==> config.mk <==
export PLATFORM = sky130hd
export DESIGN_NAME = cla_pg_source
export DESIGN_NICKNAME = d
export VERILOG_FILES = /design/src/rtl/cla_pg_source.sv
export SDC_FILE = /design/constraint.sdc
export NUM_CORES = 1
export LEC_CHECK = 0
export ABC_AREA = 1
export BUFFER_PORTS_ARGS = -buffer_cell sky130_fd_sc_hd__buf_2
export CAP_MARGIN = 20
export CORE_MARGIN = 3
export CORE_UTILIZATION = 54
export CTS_CLUSTER_SIZE = 28
export DETAILED_ROUTE_END_ITERATION = 7
export GPL_TIMING_DRIVEN = 0
export PLACE_DENSITY_LB_ADDON = 0.15
export SLEW_MARGIN = 40
export SYNTH_ARGS = -nofsm -noshare
export SYNTH_HDL_FRONTEND = slang
export SYNTH_SLANG_ARGS = --single-unit
==> constraint.sdc <==
create_clock -name clk -period 1.6 [get_ports clk]
set_input_delay 0.48 -clock clk [delete_from_list [all_inputs] [get_ports clk]]
set_output_delay 0.48 -clock clk [all_outputs]
set_load 0.02 [all_outputs]
==> src/rtl/cla_pg_source.sv <==
// cla_pg_source: operand front end for the CLA datapath.
// Takes A/B operands and an add/sub select over valid/ready, then stores the
// per-bit propagate/generate vectors and carry-in in a 2-entry skid buffer
// (output reg + skid reg). Only computed p/g/carry are stored, never a/b.
// Optional feature macro: CLA_GROUP_PG_EN adds registered group P/G outputs
// (grp_p, grp_g). When it is undefined those ports and registers are absent.
module cla_pg_source #(
  parameter int unsigned WIDTH = 8
) (
  input  logic             clk,
  input  logic             rst,
  input  logic             in_valid,
  output logic             in_ready,
  input  logic [WIDTH-1:0] a,
  input  logic [WIDTH-1:0] b,
  input  logic             sub,
  output logic             out_valid,
  input  logic             out_ready,
  output logic [WIDTH-1:0] p,
  output logic [WIDTH-1:0] g,
  output logic             carry_in
`ifdef CLA_GROUP_PG_EN
  ,
  output logic             grp_p,
  output logic             grp_g
`endif
);

  // One stored beat: everything the carry-logic cells need, nothing else.
  typedef struct packed {
    logic [WIDTH-1:0] p;
    logic [WIDTH-1:0] g;
    logic             c;
`ifdef CLA_GROUP_PG_EN
    logic             gp;
    logic             gg;
`endif
  } beat_t;

  // State encodes the number of valid entries held.
  typedef enum logic [1:0] {
    S_EMPTY = 2'd0,
    S_ONE   = 2'd1,
    S_FULL  = 2'd2
  } state_t;

  state_t           r_state;
  state_t           w_state_nxt;
  logic             r_or_valid;
  logic             r_sr_valid;
  logic             r_in_ready;
  beat_t            r_or;
  beat_t            r_sr;
  beat_t            w_beat;
  logic [WIDTH-1:0] w_b_eff;
  logic             w_accept;
  logic             w_deliver;
  logic             w_ld_or_in;
  logic             w_ld_or_sr;
  logic             w_ld_sr;
`ifdef CLA_GROUP_PG_EN
  logic             w_gg;
`endif

  assign w_accept  = in_valid & r_in_ready;
  assign w_deliver = r_or_valid & out_ready;

  // Compute the beat payload from the raw operands (b inverted for subtract).
  always_comb begin
    w_beat   = '0;
    w_b_eff  = sub ? ~b : b;
    w_beat.p = a ^ w_b_eff;
    w_beat.g = a & w_b_eff;
    w_beat.c = sub;
`ifdef CLA_GROUP_PG_EN
    w_gg = w_beat.g[0];
    for (int unsigned i = 1; i < WIDTH; i++) begin
      w_gg = w_beat.g[i] | (w_beat.p[i] & w_gg);
    end
    w_beat.gp = &w_beat.p;
    w_beat.gg = w_gg;
`endif
  end

  // Next-state and buffer-steering decode.
  always_comb begin
    w_state_nxt = r_state;
    w_ld_or_in  = 1'b0;
    w_ld_or_sr  = 1'b0;
    w_ld_sr     = 1'b0;
    case (r_state)
      S_EMPTY: begin
        if (w_accept) begin
          w_state_nxt = S_ONE;
          w_ld_or_in  = 1'b1;
        end
      end
      S_ONE: begin
        if (w_accept && !w_deliver) begin
          w_state_nxt = S_FULL;
          w_ld_sr     = 1'b1;
        end else if (w_deliver && !w_accept) begin
          w_state_nxt = S_EMPTY;
        end else if (w_accept && w_deliver) begin
          w_ld_or_in  = 1'b1;
        end
      end
      S_FULL: begin
        if (w_deliver) begin
          w_state_nxt = S_ONE;
          w_ld_or_sr  = r_sr_valid;
        end
      end
      default: begin
        w_state_nxt = S_EMPTY;
      end
    endcase
  end

  // State register.
  always_ff @(posedge clk) begin
    if (rst) begin
      r_state <= S_EMPTY;
    end else begin
      r_state <= w_state_nxt;
    end
  end

  // Valid flags and in_ready, registered from the next state.
  always_ff @(posedge clk) begin
    if (rst) begin
      r_or_valid <= 1'b0;
      r_sr_valid <= 1'b0;
      r_in_ready <= 1'b1;
    end else begin
      r_or_valid <= (w_state_nxt != S_EMPTY);
      r_sr_valid <= (w_state_nxt == S_FULL);
      r_in_ready <= (w_state_nxt != S_FULL);
    end
  end

  // Payload registers; OR is refilled from the input or from SR.
  always_ff @(posedge clk) begin
    if (rst) begin
      r_or <= '0;
      r_sr <= '0;
    end else begin
      if (w_ld_or_in) begin
        r_or <= w_beat;
      end else if (w_ld_or_sr) begin
        r_or <= r_sr;
      end
      if (w_ld_sr) begin
        r_sr <= w_beat;
      end
    end
  end

  assign in_ready  = r_in_ready;
  assign out_valid = r_or_valid;
  assign p         = r_or.p;
  assign g         = r_or.g;
  assign carry_in  = r_or.c;
`ifdef CLA_GROUP_PG_EN
  assign grp_p     = r_or.gp;
  assign grp_g     = r_or.gg;
`endif

endmodule
==> reports/qor.yml <==
timing:
  setup-violations-final: 0
  rsz0062_at_grt: "false"
  clock_skew_ns: 0.00786
  hold_viol_final: 0
  finalCritPeriodShare_pct: 89.0
  post-route-min-period_ns: 1.42
  drv_slew: 0
  fmax_mhz: 703
  tightest_slew_ns: 0.752
  slew_headroom_pct: 49.9
pwr:
  peakVddDrop_mv: 0.791
  pwr-share-clk_pct: 26.7
  power_density_nw_per_um2: 1020
  combinationalPowerShare_pct: 27.3
  power.internal_mw: 1.60
  pwr-share-seq_pct: 46.0
  sw_frac_of_total_pct: 32.8
  leakage_nw: 1.12
  switchingPower_mw: 0.780
placed_design:
  dp_hpwl_mm: 3.32
  io_buffers: 38
  placed_area_um2: 2250
  dp_cells: 334
  place_congestion: 0.832
synthesis:
  yosysSeqAreaShare_pct: 39.0
  synth-edff-count: 0
  syn_area_um2: 2000
  synth-main-ff-cell: "dfxtp_1"
  ys_top_cells_by_area: "dfxtp_1 39%, nand3_1 10%, inv_1 7.1%"
  synth-seq-cells: 39
  synth_warnings: 0
  avgSynthCellArea_um2: 8.00
  syn_inst: 250
  synth_top_area_share_pct: 39.0
  synth_cell_types: 24
  syn-num-nets: 279
  yosysTopAreaCell: "dfxtp_1"
  synth-async-reset-ratio_pct: 0
drt:
  route.detailed.drc: 0
  via_count: 1749
  ant_nets: 0
  drt_iter0_drc: 100
  wl_per_cell_um: 13.5
  vias_per_cell: 5.11
  routed_wl_mm: 4.61
  dr.pass1.iters: 4
cts:
  cts_root_buf: "clkbuf_8"
  post_cts_buffers: 0
  clkTransAtPathRegs_ns: 0.08
  hold_buffers: 0
  clockBufferDepth: 2
  clock_sinks: 39
  cts_resized: 0
  htreeDepth: 2
  cts_tree: "yes"
  insertion_delay_ns: 0.29
  cts_buffers: 5
finish:
  nets: 324
  finalInstanceArea_um2: 2330
  area_growth_pct: 16.5
  instances_no_fill: 342
  antennaDiodeCount: 0
  drive_gt1_share_pct: 28.7
  utilization_pct: 67.6
grt:
  grt_pass1_vias: 1586
  grt_usage_pct: 22.4
  antenna_found_initial: 0
  grt_pass1_wl_mm: 7.48
  grt_max_degree: 12
  overflow: 0
floorplanning:
  io_pins: 40
  die_w_um: 66.9
  core_area_um2: 3440
  dieHeight_um: 66.9
  core.rowCount: 21
  start_util_pct: 58.1
  die_area_um2: 4470
worst_setup_path:
  critPathMaxFanout: 10
  crit_type: "reg -> reg"
  start_kind: "flop"
  required_ns: 1.76
  arrival_ns: 1.58
  worst_setup_path_end_kind: "flop"
hold_path:
  hp-class: "in -> reg"
flow_run:
  cap_violations: 0
outcome:
  status: "complete, no violations"
[state kept, by name, indices dropped and copies added, names as in the netlist]
register / count
in_ready: 1
r_state: 2
r_sr: 17
out_valid: 1
g: 8
carry_in: 1
r_sr_valid: 1
p: 8
[layout by cell type (no fill, tap or decap), types with 10 or more instances in the layout]
cell / Yosys / final
nand3_2: 11 / 11
nand2_1: 22 / 22
dfxtp_1: 39 / 39
inv_1: 38 / 38
o21ai_0: 11 / 11
a21oi_2: 10 / 10
nand3_1: 41 / 41
nor2_1: 10 / 10
a21oi_1: 18 / 18
buf_2: 6 / 44
[cells in the mapped netlist (3+ instances only)]
master,n
nand2_2,3
o21ai_0,11
nand2_1,22
dfxtp_1,39
xor2_1,8
nor2_1,10
inv_1,38
nand3_2,11
buf_2,6
nand3_1,41
a21oi_2,10
inv_2,3
a21oi_1,18
clkbuf_1,4
o21ai_1,8
ha_1,8
[routing by layer]
| metal | global-route usage [%] | routed length, um | vias to the layer above |
|---|---|---|---|
| li1 | - | - | 900 |
| met1 | 29.5 | 2120 | 803 |
| met2 | 35.1 | 2190 | 40 |
| met3 | 4.22 | 210 | 6 |
| met4 | 10.1 | 95 | 0 |
| met5 | 0 | 0 | - |
[power groups by stage]
stage	registers [mW]	logic [mW]	clock network, mW
2_1_floorplan	1.17	0.415	0
3_3_place_gp	1.12	0.638	0
3_5_place_dp	1.12	0.648	0
4_1_cts	1.10	0.651	0.643
5_1_grt	1.10	0.721	0.677
6_report	1.10	0.649	0.636
[path summary, 6_finish.rpt]
kind,endpoint,cells after the start,startpoint,slack (ns)
worst max-delay path,r_sr[10]$_SDFFE_PP0P_,6,in_ready$_SDFF_PP1_,0.18
worst min-delay path,g[1]$_SDFFE_PP0P_,2,rst,0.43
worst max register to register,r_sr[10]$_SDFFE_PP0P_,6,in_ready$_SDFF_PP1_,0.18
worst min register to register,r_sr[2]$_SDFFE_PP0P_,2,r_sr[2]$_SDFFE_PP0P_,0.45
[logic make-up after synthesis]
| family | Yosys count | share of synthesized area, % |
|---|---|---|
| flops | 39 | 39.0 |
| buf+inv | 55 | 12.3 |
| xor+xnor | 8 | 3.50 |
| simple gates | 92 | 26.2 |
| fa+ha+maj | 8 | 5.01 |
| compound gates | 48 | 14.0 |
[area by class of cell]
cell class                      instances  area, um^2
Sequential cell                        39         781
Multi-Input combinational cell        156         973
Inverter                               41         154
Clock buffer                            7        76.3
Fill cell                             317        1110
Clock inverter                          1        5.00
Tap cell                               46        57.6
Timing Repair Buffer                   38         190
Buffer                                 14        91.3
[through the flow]
step	power [mW]	hold slack [ns]	worst slack (ns)	TNS (ns)
CTS	2.39	0.425	0.180	0
detailed placement	1.77	0.443	-0.0835	-0.686
global route	2.50	0.435	0.0216	0
global placement	1.75	0.441	-0.0436	-0.223
finish	2.38	0.425	0.177	0
floorplan	1.59	0.429	0.0945	0
[critical path, stage by stage, from the launching register on]
cell and delay, ns:
dfxtp_1 0.32, nand2_1 0.13, nor2_8 0.20, nand3_2 0.15, buf_2 0.22, o21ai_0 0.20
a21oi_1 0.07
(Power assumes the default switching activity.)
